File: src/rtl/io_bank_pkg.sv
`timescale 1ns/1ps
`default_nettype none
// ============================================================================
// Module      : io_bank_pkg
// Description : Shared constants and elaboration helpers for the IO lane bank.
// Revision    : 1.0 - initial release
// ============================================================================
package io_bank_pkg;

    localparam int SYNC_STAGES_DEF = 2;
    localparam int FILTER_LEN_DEF  = 4;

    localparam int SYNC_STAGES_MIN = 2;
    localparam int SYNC_STAGES_MAX = 4;
    localparam int FILTER_LEN_MIN  = 1;
    localparam int FILTER_LEN_MAX  = 255;

    function automatic int clog2(input int value);
        int result;
        int v;
        result = 0;
        v      = value - 1;
        while (v > 0) begin
            result = result + 1;
            v      = v >> 1;
        end
        return result;
    endfunction

    // A filter of length 1 still needs a one-bit counter to keep vectors legal.
    function automatic int cnt_width(input int filter_len);
        return (clog2(filter_len) < 1) ? 1 : clog2(filter_len);
    endfunction

    function automatic bit sync_stages_legal(input int n);
        return (n >= SYNC_STAGES_MIN) && (n <= SYNC_STAGES_MAX);
    endfunction

    function automatic bit filter_len_legal(input int n);
        return (n >= FILTER_LEN_MIN) && (n <= FILTER_LEN_MAX);
    endfunction

endpackage
`default_nettype wire

File: src/rtl/io_in_filter.sv
`timescale 1ns/1ps
`default_nettype none
// ============================================================================
// Module      : io_in_filter
// Description : One input lane: synchroniser, glitch filter, din and edge pulses.
// Revision    : 1.0 - initial release
// ============================================================================
module io_in_filter
    import io_bank_pkg::*;
#(
    parameter int   SYNC_STAGES = SYNC_STAGES_DEF,
    parameter int   FILTER_LEN  = FILTER_LEN_DEF,
    parameter logic IN_RST      = 1'b0
) (
    input  logic clk,
    input  logic rst,
    input  logic ce,
    input  logic hold,
    input  logic pad_i,
    output logic din,
    output logic din_rise,
    output logic din_fall
);

    localparam int                c_cnt_w   = cnt_width(FILTER_LEN);
    localparam logic [c_cnt_w-1:0] c_cnt_max = c_cnt_w'(FILTER_LEN - 1);
    localparam logic [c_cnt_w-1:0] c_cnt_one = c_cnt_w'(1);

    logic [SYNC_STAGES-1:0] r_sync;
    logic [c_cnt_w-1:0]     r_cnt;
    logic                   r_din;
    logic                   r_rise;
    logic                   r_fall;
    logic                   w_s;
    logic                   w_update;

    // Free-running so metastability settling is never stalled by ce or hold.
    always_ff @(posedge clk or posedge rst) begin
        if (rst) begin
            r_sync <= {SYNC_STAGES{IN_RST}};
        end else begin
            r_sync <= {r_sync[SYNC_STAGES-2:0], pad_i};
        end
    end

    assign w_s      = r_sync[SYNC_STAGES-1];
    assign w_update = ce && !hold && (w_s != r_din) && (r_cnt == c_cnt_max);

    always_ff @(posedge clk or posedge rst) begin
        if (rst) begin
            r_cnt  <= '0;
            r_din  <= IN_RST;
            r_rise <= 1'b0;
            r_fall <= 1'b0;
        end else begin
            r_rise <= w_update &  w_s;
            r_fall <= w_update & ~w_s;
            if (hold) begin
                r_cnt <= '0;
            end else if (ce) begin
                if (w_s == r_din) begin
                    r_cnt <= '0;
                end else if (r_cnt == c_cnt_max) begin
                    r_din <= w_s;
                    r_cnt <= '0;
                end else begin
                    r_cnt <= r_cnt + c_cnt_one;
                end
            end
        end
    end

    assign din      = r_din;
    assign din_rise = r_rise;
    assign din_fall = r_fall;

endmodule
`default_nettype wire

File: src/rtl/io_lane_bank.sv
`timescale 1ns/1ps
`default_nettype none
// ============================================================================
// Module      : io_lane_bank
// Description : Multi-lane pad interface: output/enable registers plus filtered inputs.
// Revision    : 1.0 - initial release
// ============================================================================
module io_lane_bank
    import io_bank_pkg::*;
#(
    parameter int               LANES       = 8,
    parameter int               SYNC_STAGES = SYNC_STAGES_DEF,
    parameter int               FILTER_LEN  = FILTER_LEN_DEF,
    parameter int               OUT_REG     = 1,
    parameter logic [LANES-1:0] OUT_RST     = {LANES{1'b0}},
    parameter logic [LANES-1:0] IN_RST      = {LANES{1'b0}}
) (
    input  logic             clk,
    input  logic             rst,
    input  logic             ce,
    input  logic             hold,
    input  logic [LANES-1:0] dout,
    input  logic [LANES-1:0] oe,
    output logic [LANES-1:0] pad_o,
    output logic [LANES-1:0] pad_oe,
    input  logic [LANES-1:0] pad_i,
    output logic [LANES-1:0] din,
    output logic [LANES-1:0] din_rise,
    output logic [LANES-1:0] din_fall
);

    if (!sync_stages_legal(SYNC_STAGES)) begin : g_chk_sync
        $error("io_lane_bank: SYNC_STAGES must be in 2..4");
    end

    if (!filter_len_legal(FILTER_LEN)) begin : g_chk_filter
        $error("io_lane_bank: FILTER_LEN must be in 1..255");
    end

    if (OUT_REG != 0) begin : g_out_reg
        logic [LANES-1:0] r_pad_o;
        logic [LANES-1:0] r_pad_oe;

        always_ff @(posedge clk or posedge rst) begin
            if (rst) begin
                r_pad_o  <= OUT_RST;
                r_pad_oe <= '0;
            end else if (ce) begin
                r_pad_o  <= dout;
                r_pad_oe <= oe;
            end
        end

        assign pad_o  = r_pad_o;
        assign pad_oe = r_pad_oe;
    end else begin : g_out_comb
        // Pads must stay high-Z during reset even without an output register.
        assign pad_o  = dout;
        assign pad_oe = oe & ~{LANES{rst}};
    end

    for (genvar i = 0; i < LANES; i++) begin : g_lane
        io_in_filter #(
            .SYNC_STAGES (SYNC_STAGES),
            .FILTER_LEN  (FILTER_LEN),
            .IN_RST      (IN_RST[i])
        ) u_in_filter (
            .clk      (clk),
            .rst      (rst),
            .ce       (ce),
            .hold     (hold),
            .pad_i    (pad_i[i]),
            .din      (din[i]),
            .din_rise (din_rise[i]),
            .din_fall (din_fall[i])
        );
    end

endmodule
`default_nettype wire
File: config.mk
export PLATFORM = sky130hd
export DESIGN_NAME = io_lane_bank
export DESIGN_NICKNAME = d
export VERILOG_FILES = /design/src/rtl/io_bank_pkg.sv /design/src/rtl/io_in_filter.sv /design/src/rtl/io_lane_bank.sv
export SDC_FILE = /design/constraint.sdc
export NUM_CORES = 1
export LEC_CHECK = 0
export CORE_ASPECT_RATIO = 2
export CORE_MARGIN = 2
export CORE_UTILIZATION = 50
export CTS_CLUSTER_DIAMETER = 50
export CTS_CLUSTER_SIZE = 25
export DETAILED_ROUTE_END_ITERATION = 16
export PLACE_DENSITY_LB_ADDON = 0.08
export RECOVER_POWER = 25
export SYNTH_ARGS = -nofsm -noshare
export SYNTH_HDL_FRONTEND = slang
export SYNTH_SLANG_ARGS = --single-unit
File: constraint.sdc
create_clock -name clk -period 3.26 [get_ports clk]
set_input_delay 0.978 -clock clk [delete_from_list [all_inputs] [get_ports clk]]
set_output_delay 0.978 -clock clk [all_outputs]
set_load 0.02 [all_outputs]
# Word level (Yosys, flattened, before mapping)
# Cells that the tools add are included.
op_classes:
  add_sub_neg: 8
  n_eq_ne: 24
  n_mux: 32
  n_bitwise: 33
  reduce_logical: 27
op_table:
  columns: ["op", "n"]
  rows:
  - ["2-bit 2-to-1 mux", 32]
  - ["4-bit AND reduction", 8]
  - ["1-bit logical AND", 17]
  - ["1-bit NOT", 17]
  - ["2-bit by 1-bit adder with 2-bit output (second input constant)", 8]
  - ["1-bit bitwise AND", 16]
  - ["2-bit equality test (second input constant)", 8]
  - ["1-bit equality test", 8]
  - ["1-bit != test", 8]
  - ["2-bit nonzero test", 1]
  - ["1-bit logical NOT", 1]
word_totals:
  ff_bits: 72
  input_bits: 28
  out_inout_bits: 40
  word_cells: 166

# Depth between registers and ports, before layout
logic_depth:
  ltp_word: 5
  depth_mapped: 4
  mapped_depth_nobuf: 3

# Modules after synthesis
# A second synthesis with hierarchy kept.
hier_totals:
  cells_unflattened: 195
  area_unflattened_um2: 2865.2
by_module_without_submodules:
  columns: ["module", "n_inst", "cells_per_inst", "area_per_inst_um2", "seq_area_each_um2"]
  rows:
  - ["io_in_filter", 8, 20, 276.5, 175.2]
  - ["io_lane_bank", 1, 35, 653.1, 400.4]

# Worst setup path after synthesis
# OpenSTA, ideal clock, no wires.
synth_timing:
  path_kind: "input to register"
  from: "in hold"
  to: "reg g_lane[2].u_in_filter.r_din"
  setup_time_ps: 125
  arrival_time_ps: 1671
  required_ps: 3135
  setup_slack_ps: 1465
  cell_stages: 3
  path_buffers: 1
  cell_sequence: "clkbuf_1 -> nand3b_1 -> mux2_2"
synth_between:
  elab_chain_len: 2
synth_lines:
  columns: ["element", "line", "text"]
  rows:
  - ["start: declaration", "io_lane_bank.sv:21", "input logic hold,"]
  - ["1-bit NOT (no line)", null, null]
  - ["4-bit AND reduction (no line)", null, null]
  - ["end signal: assignment", "io_in_filter.sv:64", "r_din <= w_s;"]
  - ["end: declaration", "io_in_filter.sv:31", "logic r_din;"]
# Every way passes these cells.
# A chain may end at the register's enable or synchronous reset.

# Final worst setup path
layout_timing:
  from: "reg g_lane[0].u_in_filter.r_din"
  to: "out din[0]"
layout_rtl:
  columns: ["element", "line", "text"]
  rows:
  - ["start: declaration", "io_in_filter.sv:31", null]
  - ["start signal: assignment", "io_in_filter.sv:64", null]
  - ["end: declaration", "io_lane_bank.sv:27", "output logic [LANES-1:0] din,"]
# No word-level cell between the ends.

==> summary.md <==
| Metric | Value |
|---|---|
| Fin. Hold Viols | `0` |
| Die footprint | `0.00659 mm^2` |
| Remaining DRCs | `0` |
| Commonest cells in the netlist | `dfrtp_1, buf_4, mux2_2` |
| Slowest stage delay, CP | `0.64 ns` |
| Vias in the first global route | `1,832` |
| Io pins | `68` |
| Max FO, Critical Path | `5` |
| CTS buffer count | `9` |
| Crit path time final | `2.36 ns` |
| Peak supply drop | `546 uV` |
| Vias per cell | `5.36` |
| Placed insts | `311` |
| EDFF count, synth | `0` |
| Worst Path Required | `2.28 ns` |
| Synth area leaders | `dfrtp_1, mux2_2, buf_4` |
| RSZ-0062 raised after global routing | `no` |
| Post-synthesis async set-or-reset flop share | `1.00` |
| Count leader, synth | `dfrtp_1` |
| Crit path cell chain | `clkdlybuf4s50_1` |
| Worst hold-check path type | `flop to flop` |
| Setup crit end kind | `output pin` |
| Overall power | `0.00205 W` |
| Final instance area | `0.00379 mm^2` |
| Worst Tran Pin Value | `0.892 ns` |
| Num Clock Sinks | `72` |
| Antenna violations before repair | `0` |
| Root Buffer | `clkbuf_16` |
| CTS Hold Bufs | `0` |
| Fraction of layout cells with a size suffix above 1 | `0.170` |
| # setup viols final | `0` |
| CTS max path bufs | `2` |
| Fin crit share | `0.725` |
| Setup Fix Bufs, Post-CTS | `0` |
| WL/cell | `15.4 um` |
| CP max stage cell | `clkdlybuf4s50_1` |
| Clock latency on the worst-skew pair | `0.33 ns` |
| Die H | `113 um` |
| Syn. warnings | `0` |
| Total grt overflow | `0` |
| Pwr Density | `539 mW/mm^2` |
| Clock Pin Slew Worst Setup and Hold Paths | `0.05 ns` |
| Max Cap Violations | `0` |
| Kind of critical path | `flop to output pin` |
| Cell Rows | `39` |
| Placer Congestion | `0.754` |
| Post-synth top area cell | `dfrtp_1` |
| Netlist cell types | `21` |
| DR pass1 iterations | `4` |
| Max-slew violations | `0` |
| Setup crit start kind | `flop` |
| Top delay family on crit path | `buffers and inverters` |
| Die X | `58.4 um` |
| Core area | `0.00571 mm^2` |
| Avg Cell Area, Syn | `14.1 um^2` |
| Largest net degree at the start of global routing | `49` |
| CTS resizes | `0` |
| Post-DP HPWL | `3330 um` |
| Max Fclk | `0.423 GHz` |
| Synthesis-stage register bit count | `72` |
| Post-Route WL | `5010 um` |
| Ant diodes | `0` |
| Run status | `complete, no violations` |
| Htree depth | `3` |
| First-pass GRT wire length | `8500 um` |
| Vias | `1,748` |
| TritonCTS clock tree | `built` |
| Reg2reg setup slack | `1.85 ns` |
| Initial core utilization | `0.519` |
| DR iter-0 viols | `81` |
| Syn Inst Count | `210` |
| Post-Syn Nets | `246` |
| DRT antenna net count | `0` |
| Worst slew margin | `0.405` |
| Leakage | `1.65 nW` |
| Top_reg_cell synth | `dfrtp_1` |
| Register area share after synthesis | `0.609` |
| Area Growth Syn to Fin | `28.2%` |
| Top cell type's share of synthesized area | `0.609` |
| # nets final | `297` |
| Total global-route track usage | `0.175` |
| CP arrival | `1.39 ns` |
| Count of buffers from port buffering | `67` |
| Cell Area, Synth | `0.00296 mm^2` |
| Area after DPL | `0.00353 mm^2` |
| Setup TNS | `0 ns` |
| Clock Skew | `0.00365 ns` |
| CP Buf/Inv Count | `1` |
| Post-Layout Cell Count | `326` |
[registers in the layout, indices dropped and copies added, names as in the netlist]
register,count
g_lane.u_in_filter.din,8
g_lane.u_in_filter.din_fall,8
g_lane.u_in_filter.din_rise,8
g_lane.u_in_filter.r_cnt,16
g_lane.u_in_filter.r_sync,16
pad_o,8
pad_oe,8
[power by group]
part | internal (W) | switching (W)
Clock | 0.000553 | 0.000325
Sequential | 0.000936 | 0.0000273
Combinational | 0.000110 | 0.0000938
Total | 0.00160 | 0.000446
[per-layer routing]
metal | wire length, um | part of all wire | track usage | up-vias
li1 | - | - | - | 823
met1 | 1900 | 0.38 | 0.194 | 863
met2 | 2660 | 0.53 | 0.282 | 51
met3 | 317 | 0.063 | 0.0731 | 11
met4 | 128 | 0.026 | 0.0884 | 0
met5 | 0 | 0 | 0 | -
[cell type report]
| cell class | count | area, um^2 |
|---|---|---|
| fill | 444 | 1910 |
| sequential | 72 | 1800 |
| multi-input combinational | 101 | 915 |
| timing repair buffer | 72 | 716 |
| clock buffer | 15 | 268 |
| tap | 61 | 76.3 |
| inverter | 5 | 18.8 |
[logic make-up (layout without fill, tap and decap cells)]
family                   after synthesis  after routing  synth area share
buffers and inverters                 37             92            0.0824
XOR/XNOR                               8              8            0.0237
AO/OA/AOI/OAI                         16             16            0.0465
AND/OR/NAND/NOR                       45             45             0.114
multiplexers                          24             24            0.0913
adder cells (fa/ha/maj)                8              8            0.0338
flip-flops                            72             72             0.609
[worst paths after layout]
check                                                 from                         endpoint  depth (start not counted)
max in group asynchronous                              rst  g_lane[7].u_in_filter.r_sync[1]                          3
max reg2reg                 g_lane[1].u_in_filter.r_cnt[0]   g_lane[1].u_in_filter.r_cnt[0]                          3
max                              g_lane[0].u_in_filter.din                           din[0]                          1
min reg2reg                g_lane[2].u_in_filter.r_sync[0]  g_lane[2].u_in_filter.r_sync[1]                          0
min in group asynchronous                              rst                        pad_oe[3]                          2
min                        g_lane[2].u_in_filter.r_sync[0]  g_lane[2].u_in_filter.r_sync[1]                          0
[metrics by stage]
stage	hold WS (ns)	utilization	setup slack, ns
floorplan	0.331	-	0.457
global placement	0.332	0.618	0.859
detailed placement	0.335	0.618	0.845
CTS	0.347	0.665	0.880
global route	0.348	0.665	0.852
finish	0.344	0.665	0.896
[cells in the final DEF (no fill, tap or decap), types with 2 or more instances in the layout]
cell | synthesis | final
dfrtp_1 | 72 | 72
clkdlybuf4s50_1 | 0 | 57
mux2_2 | 24 | 24
nor3b_1 | 16 | 16
nand3b_1 | 11 | 11
clkbuf_16 | 0 | 9
dlygate4sd3_1 | 0 | 9
ha_1 | 8 | 8
xnor2_1 | 7 | 7
or4b_1 | 7 | 7
o2bb2ai_1 | 6 | 6
inv_1 | 5 | 5
nand2_1 | 4 | 4
or3b_2 | 4 | 4
o31ai_1 | 4 | 4
o32ai_1 | 4 | 4
clkbuf_1 | 1 | 4
buf_4 | 24 | 4
nor2_1 | 2 | 2
a32o_1 | 2 | 2
clkbuf_8 | 0 | 2
Note: power is estimated with default switching activity, not from simulation.
